$ cat src/rtl/bus_source_arbiter_pkg.sv
// ----------------------------------------------------------------------------
// bus_sel_pkg
// Shared constants for the datapath bus source selector: the legacy source
// index map, the arbitration mode enum and the default number of sources.
// No ports (package).
// ----------------------------------------------------------------------------
package bus_sel_pkg;

  // Legacy bus source map (bit index into the request vector)
  localparam int SRC_R0     = 0;
  localparam int SRC_R1     = 1;
  localparam int SRC_R2     = 2;
  localparam int SRC_R3     = 3;
  localparam int SRC_R4     = 4;
  localparam int SRC_R5     = 5;
  localparam int SRC_R6     = 6;
  localparam int SRC_R7     = 7;
  localparam int SRC_R8     = 8;
  localparam int SRC_R9     = 9;
  localparam int SRC_R10    = 10;
  localparam int SRC_R11    = 11;
  localparam int SRC_R12    = 12;
  localparam int SRC_R13    = 13;
  localparam int SRC_R14    = 14;
  localparam int SRC_R15    = 15;
  localparam int SRC_HI     = 16;
  localparam int SRC_LO     = 17;
  localparam int SRC_ZHI    = 18;
  localparam int SRC_ZLO    = 19;
  localparam int SRC_PC     = 20;
  localparam int SRC_MDR    = 21;
  localparam int SRC_INPORT = 22;
  localparam int SRC_COUT   = 23;

  localparam int DEFAULT_N_SRC = 32;

  typedef enum logic {
    FIXED = 1'b0,
    RR    = 1'b1
  } bus_sel_mode_e;

endpackage

$ cat src/rtl/bus_source_arbiter_if.sv
// ----------------------------------------------------------------------------
// bus_source_arbiter_if
// Bundles the control-side request/qualifier signals and the registered
// select/status outputs of the bus source arbiter.
//   master : control unit side (drives req_in/sample/lock/err_clear)
//   slave  : arbiter side (drives sel_out/grant_oh/status)
// There is no valid/ready handshake: 'sample' qualifies req_in on each rising
// edge; outputs are registered and valid one cycle later.
// ----------------------------------------------------------------------------
interface bus_source_arbiter_if
  import bus_sel_pkg::*;
#(
  parameter int N_SRC = DEFAULT_N_SRC,
  parameter int CNT_W = 8
);
  localparam int SEL_W = $clog2(N_SRC);

  logic [N_SRC-1:0] req_in;
  logic             sample;
  logic             lock;
  logic             err_clear;
  logic [SEL_W-1:0] sel_out;
  logic [N_SRC-1:0] grant_oh;
  logic             sel_valid;
  logic             multi_drive;
  logic             contention_err;
  logic [CNT_W-1:0] contention_cnt;

  modport master (
    output req_in, sample, lock, err_clear,
    input  sel_out, grant_oh, sel_valid, multi_drive, contention_err, contention_cnt
  );

  modport slave (
    input  req_in, sample, lock, err_clear,
    output sel_out, grant_oh, sel_valid, multi_drive, contention_err, contention_cnt
  );

endinterface

$ cat src/rtl/bus_source_arbiter_priority_pick.sv
// ----------------------------------------------------------------------------
// priority_pick
// Combinational circular scan of a request vector. Starting at i_start, it
// walks upward (DOWN=0) or downward (DOWN=1), wrapping modulo N_SRC, and
// returns the first set index.
//   i_req   : request vector
//   i_start : first index examined
//   o_idx   : first set index found (0 when none)
//   o_found : at least one request bit set
// ----------------------------------------------------------------------------
module priority_pick #(
  parameter int N_SRC = 32,
  parameter int SEL_W = $clog2(N_SRC),
  parameter bit DOWN  = 1'b0
) (
  input  logic [N_SRC-1:0] i_req,
  input  logic [SEL_W-1:0] i_start,
  output logic [SEL_W-1:0] o_idx,
  output logic             o_found
);

  always_comb begin
    int               v_pos;
    logic [SEL_W-1:0] v_idx;
    v_pos   = 0;
    v_idx   = '0;
    o_idx   = '0;
    o_found = 1'b0;
    for (int k = 0; k < N_SRC; k++) begin
      if (DOWN) begin
        v_pos = int'(i_start) - k;
        if (v_pos < 0) v_pos = v_pos + N_SRC;
      end else begin
        v_pos = int'(i_start) + k;
        if (v_pos >= N_SRC) v_pos = v_pos - N_SRC;
      end
      v_idx = v_pos[SEL_W-1:0];
      // Only the first hit in scan order counts
      if (!o_found && i_req[v_idx]) begin
        o_found = 1'b1;
        o_idx   = v_idx;
      end
    end
  end

endmodule

$ cat src/rtl/bus_source_arbiter.sv
// ----------------------------------------------------------------------------
// bus_source_arbiter
// Registered source selector for the shared datapath bus. Picks one of N_SRC
// drive requests (fixed priority, highest index wins, or round-robin), with
// grant locking and multi-driver contention detection/counting.
//   clock   : rising-edge clock
//   reset_n : asynchronous active-low reset
//   bus     : slave modport of bus_source_arbiter_if
//             in : req_in, sample, lock, err_clear
//             out: sel_out, grant_oh, sel_valid, multi_drive,
//                  contention_err, contention_cnt (all flop outputs)
// Parameters: N_SRC sources, MODE 0=fixed / 1=round-robin, CNT_W counter width.
// ----------------------------------------------------------------------------
module bus_source_arbiter
  import bus_sel_pkg::*;
#(
  parameter int N_SRC = DEFAULT_N_SRC,
  parameter int MODE  = 0,
  parameter int CNT_W = 8
) (
  input  logic                clock,
  input  logic                reset_n,
  bus_source_arbiter_if.slave bus
);

  localparam int               SEL_W    = $clog2(N_SRC);
  localparam bus_sel_mode_e    L_MODE   = (MODE == 1) ? RR : FIXED;
  localparam logic [SEL_W-1:0] LAST_IDX = SEL_W'(N_SRC - 1);
  localparam logic [N_SRC-1:0] ONE_OH   = N_SRC'(1);
  localparam logic [CNT_W-1:0] CNT_MAX  = '1;

  logic [SEL_W-1:0] r_sel;
  logic [N_SRC-1:0] r_grant;
  logic             r_valid;
  logic             r_multi;
  logic             r_err;
  logic [CNT_W-1:0] r_cnt;
  logic [SEL_W-1:0] r_last;

  logic [SEL_W-1:0] w_rr_start;
  logic [SEL_W-1:0] w_start;
  logic [SEL_W-1:0] w_idx;
  logic             w_found;
  logic             w_multi;
  logic             w_hold;

  // Round-robin starts one past the last grant; fixed priority always starts
  // at the top index and scans down.
  assign w_rr_start = (r_last == LAST_IDX) ? '0 : r_last + 1'b1;
  assign w_start    = (L_MODE == RR) ? w_rr_start : LAST_IDX;

  priority_pick #(
    .N_SRC (N_SRC),
    .SEL_W (SEL_W),
    .DOWN  (L_MODE == FIXED)
  ) u_pick (
    .i_req   (bus.req_in),
    .i_start (w_start),
    .o_idx   (w_idx),
    .o_found (w_found)
  );

  // Clearing the lowest set bit leaves something behind only if >1 bit set
  assign w_multi = |(bus.req_in & (bus.req_in - 1'b1));
  assign w_hold  = bus.lock && r_valid && bus.req_in[r_sel];

  always_ff @(posedge clock or negedge reset_n) begin
    if (!reset_n) begin
      r_sel   <= '0;
      r_grant <= '0;
      r_valid <= 1'b0;
      r_multi <= 1'b0;
      r_err   <= 1'b0;
      r_cnt   <= '0;
      r_last  <= LAST_IDX;
    end else begin
      if (bus.err_clear) begin
        r_err <= 1'b0;
        r_cnt <= '0;
      end
      if (bus.sample) begin
        r_multi <= w_multi;
        // A contention event on the same edge as a clear counts after it
        if (w_multi) begin
          r_err <= 1'b1;
          if (bus.err_clear)       r_cnt <= CNT_W'(1);
          else if (r_cnt != CNT_MAX) r_cnt <= r_cnt + 1'b1;
        end
        if (w_hold) begin
          r_sel <= r_sel;
        end else if (!w_found) begin
          r_sel   <= '0;
          r_grant <= '0;
          r_valid <= 1'b0;
        end else begin
          r_sel   <= w_idx;
          r_grant <= ONE_OH << w_idx;
          r_valid <= 1'b1;
          if (L_MODE == RR) r_last <= w_idx;
        end
      end else begin
        r_multi <= 1'b0;
      end
    end
  end

  assign bus.sel_out        = r_sel;
  assign bus.grant_oh       = r_grant;
  assign bus.sel_valid      = r_valid;
  assign bus.multi_drive    = r_multi;
  assign bus.contention_err = r_err;
  assign bus.contention_cnt = r_cnt;

endmodule

$ cat src/flat_wrapper.sv
// flat-port wrapper written by rule: the top's interface ports become plain ports
module bus_source_arbiter_flat import bus_sel_pkg::*;
#(
  parameter int N_SRC = DEFAULT_N_SRC,
  parameter int MODE  = 0,
  parameter int CNT_W = 8
)
  (clock, reset_n, bus_req_in, bus_sample, bus_lock, bus_err_clear, bus_sel_out, bus_grant_oh, bus_sel_valid, bus_multi_drive, bus_contention_err, bus_contention_cnt);
  bus_source_arbiter_if #(.N_SRC(N_SRC), .CNT_W(CNT_W)) bus_i ();
  input  logic clock;
  input  logic reset_n;
  input wire logic [$bits(bus_i.req_in)-1:0] bus_req_in;
  input wire logic [$bits(bus_i.sample)-1:0] bus_sample;
  input wire logic [$bits(bus_i.lock)-1:0] bus_lock;
  input wire logic [$bits(bus_i.err_clear)-1:0] bus_err_clear;
  output wire logic [$bits(bus_i.sel_out)-1:0] bus_sel_out;
  output wire logic [$bits(bus_i.grant_oh)-1:0] bus_grant_oh;
  output wire logic [$bits(bus_i.sel_valid)-1:0] bus_sel_valid;
  output wire logic [$bits(bus_i.multi_drive)-1:0] bus_multi_drive;
  output wire logic [$bits(bus_i.contention_err)-1:0] bus_contention_err;
  output wire logic [$bits(bus_i.contention_cnt)-1:0] bus_contention_cnt;
  assign bus_i.req_in = bus_req_in;
  assign bus_i.sample = bus_sample;
  assign bus_i.lock = bus_lock;
  assign bus_i.err_clear = bus_err_clear;
  assign bus_sel_out = bus_i.sel_out;
  assign bus_grant_oh = bus_i.grant_oh;
  assign bus_sel_valid = bus_i.sel_valid;
  assign bus_multi_drive = bus_i.multi_drive;
  assign bus_contention_err = bus_i.contention_err;
  assign bus_contention_cnt = bus_i.contention_cnt;
  bus_source_arbiter #(.N_SRC(N_SRC), .MODE(MODE), .CNT_W(CNT_W)) u_core (.clock(clock), .reset_n(reset_n), .bus(bus_i));
endmodule
$ cat config.mk
export PLATFORM = sky130hd
export DESIGN_NAME = bus_source_arbiter_flat
export DESIGN_NICKNAME = d
export VERILOG_FILES = /design/src/rtl/bus_source_arbiter_pkg.sv /design/src/rtl/bus_source_arbiter_if.sv /design/src/rtl/bus_source_arbiter_priority_pick.sv /design/src/rtl/bus_source_arbiter.sv /design/src/flat_wrapper.sv
export SDC_FILE = /design/constraint.sdc
export NUM_CORES = 1
export LEC_CHECK = 0
export BUFFER_PORTS_ARGS = -buffer_cell sky130_fd_sc_hd__buf_2
export CAP_MARGIN = 20
export CORE_UTILIZATION = 35
export CTS_BUF_LIST = sky130_fd_sc_hd__clkbuf_4 sky130_fd_sc_hd__clkbuf_8
export DETAILED_ROUTE_END_ITERATION = 8
export GPL_ROUTABILITY_DRIVEN = 0
export HOLD_SLACK_MARGIN = 0.15
export PLACE_DENSITY_LB_ADDON = 0.12
export SETUP_SLACK_MARGIN = 0.02
export SYNTH_ARGS = -nofsm -noshare
export SYNTH_HDL_FRONTEND = slang
export SYNTH_HIERARCHICAL = 1
export SYNTH_SLANG_ARGS = --single-unit
$ cat constraint.sdc
create_clock -name clock -period 3.4 [get_ports clock]
set_input_delay 0.17 -clock clock [delete_from_list [all_inputs] [get_ports clock]]
set_output_delay 0.17 -clock clock [all_outputs]
set_load 0.05 [all_outputs]
[After elaboration in Yosys (flattened, before gate mapping)]
Index checks and enable logic that the tools add are counted.
Word-level totals
  flip-flop bits (word level): 48
  output and inout port bits: 48
  logic and storage cells: 157
Cells by class
  $add $sub $neg: 2
  order comparisons: 1
  eq/ne operators: 1
  shift operators: 1
  mux-type cells: 78
  bitwise logic cells: 2
  reductions and logical operators: 66
Operator list (count)
  two-way mux 5 bit: 33
  two-way mux 8 bit: 5
  two-way mux 1 bit: 38
  logical AND 1 bit: 33
  AND 32 bit: 1
  two-way mux 32 bit: 1
  OR reduction 32 bit: 1
  left shift 1 x 5 -> 32 bit, first input constant: 1
  subtractor 32 x 1 -> 32 bit, second input constant: 1
  logical NOT 1 bit: 31
  adder 8 x 1 -> 8 bit, second input constant: 1
  inequality test 8 bit, second input constant: 1
  less-than comparator 5 x 6 -> 1 bit, second input constant: 1
  binary-select mux 1 bit (select 5 bit): 1
  AND reduction 2 bit: 1
  inverter 1 bit: 1

[Logic depth before layout (Yosys ltp)]
Gate-level depths: netlist of the first run.
  depth in word-level cells: 96
  mapped depth: 25
  mapped depth without buffers: 17

[Cells and area by module]
The synthesis of the first run kept the hierarchy.
Modules (own cells, without submodules)
  priority_pick: times used 1, cells each 700, area an instance 5863.1 um2
  bus_source_arbiter: times used 1, cells each 296, area an instance 2796.4 um2

[Least setup slack after synthesis of the first run]
Ideal clock, no wire load.
  path type: input to register
  start point: input bus_req_in[28]
  end point: register u_core.r_grant[25] (netlist: u_core/bus.grant_oh[25])
  arrival: 4147 ps
  data required time: 3304 ps
  path slack: -843 ps
  cell stages on the path: 16
  path buffers: 3
  path through: mux4_2 -> mux4_2 -> nor2b_1 -> or3b_4 -> or4_1 -> buf_2 -> buf_2 -> nor4_2 -> nor2_1 -> a221oi_2 -> o21a_1 -> o211ai_2 -> a21o_1 -> or2_2 -> buf_1 -> o31ai_1
On the way
  cells in the longest elaborated chain, start to end: 88
  elaborated cells between the ends (all ways): 122
  classes of those cells: shift: 1; mux: 61; bitwise: 1; reduce/logical: 59
RTL lines
  from (decl): line flat_wrapper.sv:12  | input wire logic [$bits(bus_i.req_in)-1:0] bus_req_in;
  logical AND 1 bit (*): line bus_source_arbiter_priority_pick.sv:39  | if (!o_found && i_req[v_idx]) begin
  two-way mux 1 bit: line bus_source_arbiter_priority_pick.sv:39
  logical NOT 1 bit: line bus_source_arbiter_priority_pick.sv:39
  logical AND 1 bit: line bus_source_arbiter_priority_pick.sv:39
  two-way mux 1 bit: line bus_source_arbiter_priority_pick.sv:39
  logical NOT 1 bit: line bus_source_arbiter_priority_pick.sv:39
  logical AND 1 bit: line bus_source_arbiter_priority_pick.sv:39
  two-way mux 1 bit: line bus_source_arbiter_priority_pick.sv:39
  [... 73 more ...]
  logical AND 1 bit: line bus_source_arbiter_priority_pick.sv:39
  two-way mux 1 bit: line bus_source_arbiter_priority_pick.sv:39
  logical NOT 1 bit: line bus_source_arbiter_priority_pick.sv:39
  logical AND 1 bit: line bus_source_arbiter_priority_pick.sv:39
  two-way mux 5 bit (*): line bus_source_arbiter_priority_pick.sv:39
  net u_core.w_idx[2]: line bus_source_arbiter.sv:42  | logic [SEL_W-1:0] w_idx;
  left shift 1 x 5 -> 32 bit (*): line bus_source_arbiter.sv:97  | r_grant <= ONE_OH << w_idx;
  two-way mux 32 bit (*): line bus_source_arbiter.sv:91  | end else if (!w_found) begin
  to (signal assigned): line bus_source_arbiter.sv:97
  to (decl): line bus_source_arbiter.sv:33  | logic [N_SRC-1:0] r_grant;
The timed path passes the listed nets; every way through them passes the cells marked *. The select of a mux whose other input is x is not followed.
A chain may end at the register's enable or synchronous reset.

[Final worst setup path of the first run]
  start point: input bus_req_in[28]
  end point: register u_core.r_grant[16] (netlist: u_core/bus.grant_oh[16])
Same word-level chain as after synthesis.

==> summary.md, run 1 <==
| Metric | Value |
|---|---|
| Post-DRT Antenna Nets | `0` |
| WP buf/inv | `3` |
| Drt first pass iters | `6` |
| Area delta synth->final | `39.40%` |
| Detail Placement HPWL | `roughly 29000 um` |
| Worst Path Required | `between 3000 and 4000 ps` |
| Die width | `159.3 um` |
| Failing checks | `setup timing` |
| Slew of the pin with the lowest slew margin | `slightly below 900 ps` |
| Gr ovfl total | `0` |
| Clk buf depth | `2` |
| Place WS | `-1098 ps` |
| Hold Path Class | `primary input to register` |
| Final slew viol count | `0` |
| CTS Buf Count | `5` |
| Initial antenna violation count | `1` |
| CTS tree | `yes` |
| Starting Density | `~36%` |
| Critical Path Start | `bus_req_in[28]` |
| RSZ-0062 raised after global routing | `true` |
| Async S/R FF share, synth | `between 90% and 100%` |
| Layout cells sized above 1 | `~45%` |
| Core Area | `around 24000 um^2` |
| Fillers | `2405` |
| Seq/Total Area, Yosys | `between 10% and 20%` |
| Ys Warns | `6` |
| Rel. slew slack | `41.73%` |
| CP endpoint kind | `register` |
| Root Buffer | `clkbuf_8` |
| Total Wirelength | `38470 um` |
| Drt drc | `0` |
| Vias in the first global route | `about 9500` |
| Nets | `approximately 1400` |
| Port Buffers | `84` |
| Pleak | `5.071 nW` |
| Setup_tns | `-20960 ps` |
| Clk_lat worst skew | `slightly above 300 ps` |
| Placed cell area | `about 11000 um^2` |
| First-pass GRT wire length | `58140 um` |
| Avg WL per Cell | `23.50 um` |
| Max Clock Skew | `14.99 ps` |
| Maximum vdd drop | `~0.23 mV` |
| Most frequent cells in the layout | `buf_4, nand2_1, mux4_2, buf_2, a21oi_1` |
| Number of flops mapped to enable cells by yosys | `0` |
| Synth Register Bits | `between 40 and 50` |
| Final setup margin | `-658.3 ps` |
| # IOs | `85` |
| Period utilization | `119.4%` |
| Primary FF master, synth | `dfrtp_1` |
| Worst-path clk slew | `100 ps` |
| Max-cap violations | `0` |
| Startpoint types | `primary input` |
| Placed Instances | `about 1600` |
| Hold Vio Cnt, Final | `0` |
| Worst Hold Launch | `bus_lock` |
| Finished Layout Cells | `roughly 1600` |
| Die H | `159.3 um` |
| # diodes | `0` |
| Peak Freq | `approximately 250 MHz` |
| Finish-stage setup viols | `38` |
| Period minus WS final | `roughly 4000 ps` |
| Full die area | `between 20000 and 30000 um^2` |
| Final Cell Area | `roughly 12000 um^2` |
| Vias per cell | `6.184` |
| Slowest cell on crit path | `mux4_2` |
| Crit Path Max Fanout | `6` |
| H-tree levels | `2` |
| CTS Sinks | `48` |
| Largest delay share family, worst path | `simple AND/OR/NAND/NOR gates` |
| Total track usage | `~30%` |
| Rows | `57` |
| Netlist Area Pre-Place | `~8700 um^2` |
| Outcome | `finished with violations` |
| Critical Path Max Stage Delay | `between 500 and 600 ps` |
| PwrDens | `roughly 410 nW/um^2` |
| Synth Instances | `996` |
| Count of different cell masters after synthesis | `88` |
| CP Cell Sequence | `buf_8 > mux4_2 > mux4_2 > nor2b_4 > or3b_4 > buf_6 > or4_4 > nor4_2 > a2111oi_2 > o211ai_1 > a21oi_2 > o21ai_1 > o221ai_1 > buf_4 > nor2b_4 > nand2_1 > o31ai_1` |
| Reg2reg start | `u_core/bus.sel_out[0]` |
| Avg Cell Area, Syn | `8.694 um^2` |
| Arr. time, crit path | `about 4300 ps` |
| Commonest non-fill, non-tap cell in the layout | `buf_4` |
| Initial DRC count | `between 1000 and 1500` |
| CP Class | `primary input to register` |
| Utilization after layout | `between 40 and 50%` |
| Largest net degree at the start of global routing | `between 50 and 60` |
| DR vias | `just over 10000` |
final cells by class:
cell class / instances / area, um^2 / share of cell area (%)
multi-input combinational: 873 / 7619 / 63.11
inverter: 30 / 112.6 / 0.9328
clock buffer: 5 / 68.82 / 0.5701
tap: 324 / 405.4 / 3.358
clock inverter: 3 / 68.82 / 0.5701
sequential: 48 / 1201 / 9.950
timing repair buffer: 354 / 2596 / 21.51
what timing repair did:
item / in CTS / in global routing
hold buffers: 2 / 0
pin swaps: 34 / 16
setup buffers: 19 / 10
resized for setup: 76 / 50
hold endpoints to repair: 26 / 0
endpoints found under the setup margin: 37 / 38
gates cloned: 1 / 1
per-stage QoR:
stage / hold slack (ps) / total power, W
floorplan: -125.6 / 0.002800
global placement: 170.8 / 0.003979
detailed placement: 177.0 / 0.003981
finish: 185.2 / 0.004958
global route: 178.1 / 0.005192
CTS: 176.0 / 0.004681
Yosys cell counts, drive strengths merged, types with 10 or more instances:
library cell	count	area (um^2)
a31oi	13	81.33
buf	29	203.9
xnor2	22	192.7
clkbuf	37	138.9
o31ai	36	270.3
nor2	54	205.2
inv	29	108.9
ha	14	175.2
a21oi	60	300.3
mux4	93	2095
nor4	24	200.2
nor2b	14	87.58
mux2	20	225.2
nand3	41	210.2
nand2b	16	100.1
nand4	13	87.58
o211ai	17	132.6
a2111oi	10	95.09
nor3	30	155.1
dfrtp	48	1201
mux2i	35	362.8
or3	11	68.82
o21ai	45	225.2
nand2	133	506.7
and2	11	68.82
state kept, by name, summed over array words and instances, names as in the netlist:
signal,flops
u_core/bus.contention_cnt,8
u_core/bus.contention_err,1
u_core/bus.grant_oh,32
u_core/bus.multi_drive,1
u_core/bus.sel_out,5
u_core/bus.sel_valid,1
routing by layer:
metal | up-vias | global-route usage [%] | part of all wire [%]
li1 | 4549 | - | -
met1 | 4961 | 42.65 | 44
met2 | 532 | 46.11 | 45
met3 | 82 | 3.152 | 7.7
met4 | 0 | 9.397 | 3.5
met5 | - | 0 | 0
worst min-delay path, stage by stage:
cell     delay [ps]
buf_2           120
nand3_2         100
nand2_1          50
cell families after synthesis:
group	count (synthesis)	synth area share, %
AOI/OAI and AO/OA	267	21.23
xor gates and xnor gates	27	2.731
adders and majority gates	14	2.023
buffers and inverters	96	5.259
DFF	48	13.87
muxes	148	30.98
other	1	0.04330
and+or+nand+nor	395	23.87
final timing paths:
kind                                            to  slack, ps  depth (start not counted)
setup / recovery           u_core/bus.grant_oh[16]       -660                         17
hold reg to reg            u_core/bus.grant_oh[27]        480                          2
min in group asynchronous  u_core/bus.grant_oh[26]        360                          2
setup reg to reg            u_core/bus.grant_oh[4]        400                          8
hold / removal                u_core/bus.sel_valid        190                          3
max in group asynchronous    u_core/bus.sel_out[3]       2280                          3
where the power goes:
part | internal (W) | total, W | leakage (nW) | switching (W)
logic | 0.00156 | 0.00371 | 4.36 | 0.00215
registers | 0.000657 | 0.000746 | 0.645 | 0.0000883
clock network | 0.000296 | 0.000502 | 0.0687 | 0.000206
Power figures use the tool's default switching activity.
==> inputs of run 2 (changes only) <==
CORE_ASPECT_RATIO = 1.2   (was not set)
CORE_UTILIZATION = 25   (was 35)
==> summary.md, run 2 (synthesized netlist as in run 1, its figures left out) <==
| Metric | Value |
|---|---|
| Total Wirelength | `41420 um (was 38470 um)` |
| Critical Path Max Stage Delay | `550 ps (was 520 ps)` |
| # diodes | `0 (unchanged)` |
| Vias per cell | `5.624 (was 6.184)` |
| Root Buffer | `clkbuf_8 (unchanged)` |
| Worst Hold Launch | `bus_lock (unchanged)` |
| PwrDens | `412.8 nW/um^2 (was 410.7 nW/um^2)` |
| Layout cells sized above 1 | `45.21% (was 44.63%)` |
| Critical Path Start | `bus_req_in[28] (unchanged)` |
| Hold Path Class | `primary input to register (unchanged)` |
| Reg2reg path depth | `8 (unchanged)` |
| Arr. time, crit path | `4220 ps (was 4280 ps)` |
| CP Cell Sequence | `buf_6 > mux4_2 > mux4_2 > nor2b_4 > or3b_4 > or4_4 > or4_4 > o311a_1 > a21oi_2 > a21oi_2 > o21ai_2 > o221ai_2 > buf_6 > nor2b_4 > nand3_4 > o31ai_2 (was buf_8 > mux4_2 > mux4_2 > nor2b_4 > or3b_4 > buf_6 > or4_4 > nor4_2 > a2111oi_2 > o211ai_1 > a21oi_2 > o21ai_1 > o221ai_1 > buf_4 > nor2b_4 > nand2_1 > o31ai_1)` |
| RSZ-0062 raised after global routing | `true (unchanged)` |
| Hold Vio Cnt, Final | `0 (unchanged)` |
| Final slew viol count | `0 (unchanged)` |
| Core Area | `34070 um^2 (was 24320 um^2)` |
| Place WS | `-1194 ps (was -1098 ps)` |
| Pleak | `5.128 nW (was 5.071 nW)` |
| Number of flip-flops in the largest register | `32 (unchanged)` |
| Clk_lat worst skew | `330 ps (was 310 ps)` |
| Period utilization | `117.2% (was 119.4%)` |
| Starting Density | `25.41% (was 35.61%)` |
| Area delta synth->final | `41.61% (was 39.40%)` |
| Reg2reg start | `u_core/bus.sel_out[0] (unchanged)` |
| Finish-stage setup viols | `37 (was 38)` |
| Port Buffers | `84 (unchanged)` |
| Worst Path Required | `3640 ps (was 3620 ps)` |
| Setup_tns | `-18210 ps (was -20960 ps)` |
| Die width | `171.9 um (was 159.3 um)` |
| Detail Placement HPWL | `32420 um (was 29060 um)` |
| Max Clock Skew | `17.86 ps (was 14.99 ps)` |
| Nets | `1364 (was 1363)` |
| Total track usage | `23.47% (was 29.51%)` |
| Avg WL per Cell | `23.40 um (was 23.50 um)` |
| Largest net degree at the start of global routing | `40 (was 58)` |
| DR vias | `9954 (was 10120)` |
| CP endpoint kind | `register (unchanged)` |
| Drt first pass iters | `5 (was 6)` |
| Full die area | `35390 um^2 (was 25370 um^2)` |
| Most frequent cells in the layout | `buf_4, nand2_1, mux4_2, buf_2, a21oi_1 (unchanged)` |
| Peak Freq | `251.1 MHz (was 246.4 MHz)` |
| Final setup margin | `-583.2 ps (was -658.3 ps)` |
| Crit Path Max Fanout | `5 (was 6)` |
| Worst Hold Path Cells | `3 (unchanged)` |
| Startpoint types | `primary input (unchanged)` |
| Clk buf depth | `2 (unchanged)` |
| Worst R2R Setup Slack | `450 ps (was 400 ps)` |
| Utilization after layout | `35.99% (was 49.64%)` |
| Worst Hold End | `u_core/bus.sel_valid (unchanged)` |
| CTS Sinks | `48 (unchanged)` |
| Placed cell area | `11350 um^2 (was 11130 um^2)` |
| Final Cell Area | `12260 um^2 (was 12070 um^2)` |
| # IOs | `85 (unchanged)` |
| Maximum vdd drop | `0.2302 mV (was 0.2258 mV)` |
| Drt drc | `0 (unchanged)` |
| Slew of the pin with the lowest slew margin | `913.6 ps (was 864.6 ps)` |
| Failing checks | `setup timing (unchanged)` |
| Commonest non-fill, non-tap cell in the layout | `buf_4 (unchanged)` |
| Rows | `74 (was 57)` |
| Initial DRC count | `765 (was 1297)` |
| CP Class | `primary input to register (unchanged)` |
| First-pass GRT wire length | `62220 um (was 58140 um)` |
| Vias in the first global route | `9754 (was 9496)` |
| H-tree levels | `2 (unchanged)` |
| Post-DRT Antenna Nets | `0 (unchanged)` |
| Outcome | `finished with violations (unchanged)` |
| Initial antenna violation count | `0 (was 1)` |
| Gr ovfl total | `0 (unchanged)` |
| CTS tree | `yes (unchanged)` |
| Period minus WS final | `3983 ps (was 4058 ps)` |
| Worst-path clk slew | `100 ps (about the same)` |
| Slowest cell on crit path | `mux4_2 (unchanged)` |
| Rel. slew slack | `39.09% (was 41.73%)` |
| Die H | `205.9 um (was 159.3 um)` |
| Max-cap violations | `0 (unchanged)` |
| Reg2reg end | `u_core/bus.grant_oh[2] (was u_core/bus.grant_oh[4])` |
| CTS Buf Count | `5 (unchanged)` |
## run 2: changes by cell type in the layout (fill, tap and decap cells not counted), moves of 3 or more
cell     change
o21ai_1      -3
o31ai_2      +5
buf_4        +4
buf_8        -3
nand2_1      -3
nand2_4      +3
o31ai_1      -3
o21ai_2      +5
## run 2: worst max-delay path by stage
stage	endpoint	slack [ps]	cells after the start
after detailed placement	u_core/bus.grant_oh[9]	-1190	15
after global placement	u_core/bus.grant_oh[8]	-1180	15
after global routing	u_core/bus.grant_oh[21]	-700	17
after CTS	u_core/bus.grant_oh[28]	-640	16
final	u_core/bus.grant_oh[21]	-580	16
after floorplan	u_core/bus.grant_oh[17]	-530	16
## run 2: critical path, delay by kind of cell
| family | cells | cell delay [ps] |
|---|---|---|
| multiplexers | 2 | 1030 |
| AO/OA/AOI/OAI | 6 | 920 |
| AND/OR/NAND/NOR | 6 | 1830 |
| buffers and inverters | 2 | 250 |
## run 2: report_power, final
group | internal, W | switching (W) | total, W
Combinational | 0.00159 | 0.00219 | 0.00379
Sequential | 0.000657 | 0.0000956 | 0.000752
Clock | 0.000296 | 0.000228 | 0.000524
## run 2: repair_timing
action / CTS / global route
pin swaps: 38 / 20
endpoints found under the setup margin: 37 / 38
hold endpoints to repair: 42 / 0
gates cloned: 1 / 0
resized for setup: 48 / 76
buffers inserted: 11 / 14
hold buffers: 2 / 0
## run 2: layout make-up
cell class | instances | area [um^2]
clock buffers | 5 | 68.82
clock inverters | 3 | 68.82
fillers | 3678 | 21810
inverters | 30 | 112.6
multi-input cells | 873 | 7651
flip-flops and latches | 48 | 1201
well taps | 456 | 570.5
repair buffers | 355 | 2590
## run 2: metal layers
layer / vias up / global-route usage, % / share of wire, %
met5: - / 0 / 0
met4: 0 / 9.292 / 4.8
met3: 72 / 1.609 / 3.8
met2: 343 / 40.61 / 49
met1: 4976 / 30.20 / 42
li1: 4563 / - / -
## run 2: metrics by stage
step                hold slack, ps  total power, W  instances
floorplan                   -125.6        0.002800       1016
global route                 166.4        0.005338       1770
CTS                          150.1        0.004730       1756
global placement             352.7        0.004068       1735
detailed placement           368.0        0.004073       1735
finish                       155.8        0.005062       1770
==> inputs of run 3 (changes only) <==
CELL_PAD_IN_SITES_DETAIL_PLACEMENT = 1   (was not set)
CELL_PAD_IN_SITES_GLOBAL_PLACEMENT = 1   (was not set)
==> summary.md, run 3 (synthesized netlist as in run 1, its figures left out) <==
| Metric | Value |
|---|---|
| PwrDens | `409.0 nW/um^2 (was 412.8 nW/um^2)` |
| Port Buffers | `84 (unchanged)` |
| Fillers | `4110 (was 3678)` |
| RSZ-0062 raised after global routing | `true (unchanged)` |
| Reg2reg path depth | `8 (unchanged)` |
| Largest delay share family, worst path | `simple AND/OR/NAND/NOR gates (unchanged)` |
| Seq. cell area | `1201 um^2 (unchanged)` |
| Crit Path Max Fanout | `6 (was 5)` |
| Initial antenna violation count | `0 (unchanged)` |
| Placed cell area | `11340 um^2 (was 11350 um^2)` |
| Rows | `74 (unchanged)` |
| Rel. slew slack | `48.29% (was 39.09%)` |
| DR vias | `10090 (was 9954)` |
| Slew of the pin with the lowest slew margin | `756.0 ps (was 913.6 ps)` |
| Multi-input gate area | `7632 um^2 (was 7651 um^2)` |
| Max Clock Skew | `5.819 ps (was 17.86 ps)` |
| Max-cap violations | `0 (unchanged)` |
| Largest net degree at the start of global routing | `67 (was 40)` |
| Maximum vdd drop | `0.1938 mV (was 0.2302 mV)` |
| Most frequent cells in the layout | `buf_4, nand2_1, mux4_2, buf_2, a21oi_1 (unchanged)` |
| Die H | `205.9 um (unchanged)` |
| Slowest cell on crit path | `mux4_2 (unchanged)` |
| Final Cell Area | `12180 um^2 (was 12260 um^2)` |
| Startpoint types | `primary input (unchanged)` |
| Avg WL per Cell | `24.83 um (was 23.40 um)` |
| Design Power | `0.004982 W (was 0.005062 W)` |
| Area delta synth->final | `40.64% (was 41.61%)` |
| Period utilization | `120.4% (was 117.2%)` |
| Total track usage | `24.90% (was 23.47%)` |
| Gr ovfl total | `0 (unchanged)` |
| CTS Buf Count | `5 (unchanged)` |
| Reg2reg start | `u_core/bus.sel_out[0] (unchanged)` |
| Met2 global-route usage | `44.05% (was 40.61%)` |
| Drt drc | `0 (unchanged)` |
| Arr. time, crit path | `4320 ps (was 4220 ps)` |
| Critical Path Max Stage Delay | `540 ps (was 550 ps)` |
| Peak Freq | `244.3 MHz (was 251.1 MHz)` |
| Final slew viol count | `0 (unchanged)` |
| WP buf/inv | `2 (unchanged)` |
| Worst-path clk slew | `90 ps (was 100 ps)` |
| Number of flip-flops in the largest register | `32 (unchanged)` |
| Critical Path Start | `bus_req_in[28] (unchanged)` |
| Period minus WS final | `4093 ps (was 3983 ps)` |
| CP Cell Sequence | `buf_6 > mux4_2 > mux4_2 > nor2b_4 > or3b_4 > or4_4 > or4_4 > o311a_1 > a21oi_2 > a21oi_2 > o21ai_1 > o221ai_2 > buf_12 > nor2b_4 > nand3_4 > o31ai_2 (was buf_6 > mux4_2 > mux4_2 > nor2b_4 > or3b_4 > or4_4 > or4_4 > o311a_1 > a21oi_2 > a21oi_2 > o21ai_2 > o221ai_2 > buf_6 > nor2b_4 > nand3_4 > o31ai_2)` |
| Commonest non-fill, non-tap cell in the layout | `buf_4 (unchanged)` |
| Met1 GRT Util | `32.75% (was 30.20%)` |
| # IOs | `85 (unchanged)` |
| Hold Vio Cnt, Final | `0 (unchanged)` |
| H-tree levels | `2 (unchanged)` |
| Final hold slack | `166.4 ps (was 155.8 ps)` |
| Outcome | `finished with violations (unchanged)` |
| Die width | `171.9 um (unchanged)` |
| Worst Path Required | `3620 ps (was 3640 ps)` |
| Starting Density | `25.41% (unchanged)` |
| Worst R2R Setup Slack | `210 ps (was 450 ps)` |
| Post-DRT Antenna Nets | `0 (unchanged)` |
| First-pass GRT wire length | `65980 um (was 62220 um)` |
| Root Buffer | `clkbuf_8 (unchanged)` |
| Layout cells sized above 1 | `44.74% (was 45.21%)` |
| Critical Path Sink | `u_core/bus.grant_oh[23] (was u_core/bus.grant_oh[21])` |
| CTS Sinks | `48 (unchanged)` |
| CTS tree | `yes (unchanged)` |
| Critical Path Stages | `16 (unchanged)` |
| Reg2reg end | `u_core/bus.sel_out[0] (was u_core/bus.grant_oh[2])` |
| Core Area | `34070 um^2 (unchanged)` |
| Nets | `1362 (was 1364)` |
| Full die area | `35390 um^2 (unchanged)` |
| Vias in the first global route | `10310 (was 9754)` |
| M3 GR Usage | `1.666% (was 1.609%)` |
| Vias per cell | `5.705 (was 5.624)` |
| Setup_tns | `-21210 ps (was -18210 ps)` |
| Detail Placement HPWL | `34580 um (was 32420 um)` |
| Final setup margin | `-693.3 ps (was -583.2 ps)` |
| CP endpoint kind | `register (unchanged)` |
| Clk_lat worst skew | `320 ps (was 330 ps)` |
| Failing checks | `setup timing (unchanged)` |
| Initial DRC count | `672 (was 765)` |
| Total Wirelength | `43930 um (was 41420 um)` |
| Grt peak-use layer | `met2 (unchanged)` |
| Finish-stage setup viols | `38 (was 37)` |
| Clk buf depth | `2 (unchanged)` |
| Pleak | `5.067 nW (was 5.128 nW)` |
| CP Class | `primary input to register (unchanged)` |
| Hold Path Class | `primary input to register (unchanged)` |
| Drt first pass iters | `5 (unchanged)` |
## run 3: worst min path at each step
stage / startpoint / endpoint / slack [ps] / depth (start not counted)
floorplan: reset_n / u_core/bus.contention_cnt[0] / -130 / 0
global placement: reset_n / u_core/bus.contention_cnt[2] / 250 / 1
detailed placement: reset_n / u_core/bus.multi_drive / 240 / 1
CTS: bus_lock / u_core/bus.sel_valid / 160 / 3
global route: bus_lock / u_core/bus.sel_valid / 170 / 3
finish: bus_lock / u_core/bus.sel_valid / 170 / 3
## run 3: what timing repair did
item / 4_1_cts / 5_1_grt
gates resized for setup: 39 / 72
pin swaps: 22 / 36
setup endpoints to repair: 37 / 38
buffers inserted: 12 / 12
hold buffers: 2 / 0
cloned: 1 / 0
hold endpoints to repair: 32 / 0
## run 3: area by class of cell
class,instances,area share [%]
Clock buffer,5,0.5650
Antenna cell,1,0.02055
Multi-Input combinational cell,873,62.67
Inverter,30,0.9246
Clock inverter,3,0.3493
Sequential cell,48,9.862
Tap cell,456,4.685
Timing Repair Buffer,353,20.93
## run 3: report_power, final
group	internal (W)	switching, W	total [W]
clock	0.000218	0.000213	0.000431
combinational	0.00157	0.00221	0.00378
sequential	0.000657	0.000117	0.000774
## run 3: metal layers
layer  vias up  routed length [um]
li1       4545                   -
met1      5176               19000
met2       294               22010
met3        77                1499
met4         0                1419
met5         -                   0
## run 3: tightest hold or removal path: stages
cell	delay, ps
buf_2	120
nand3_2	100
nand2_1	50
## run 3: metrics by stage
| step | instances | util (%) | worst slack (ps) |
|---|---|---|---|
| after floorplan | 1016 | - | -528.1 |
| after global placement | 1733 | 33.27 | -1145 |
| after detailed placement | 1733 | 33.27 | -1155 |
| after CTS | 1756 | 34.46 | -656.8 |
| after global routing | 1768 | 35.74 | -747.8 |
| final | 1769 | 35.74 | -693.3 |
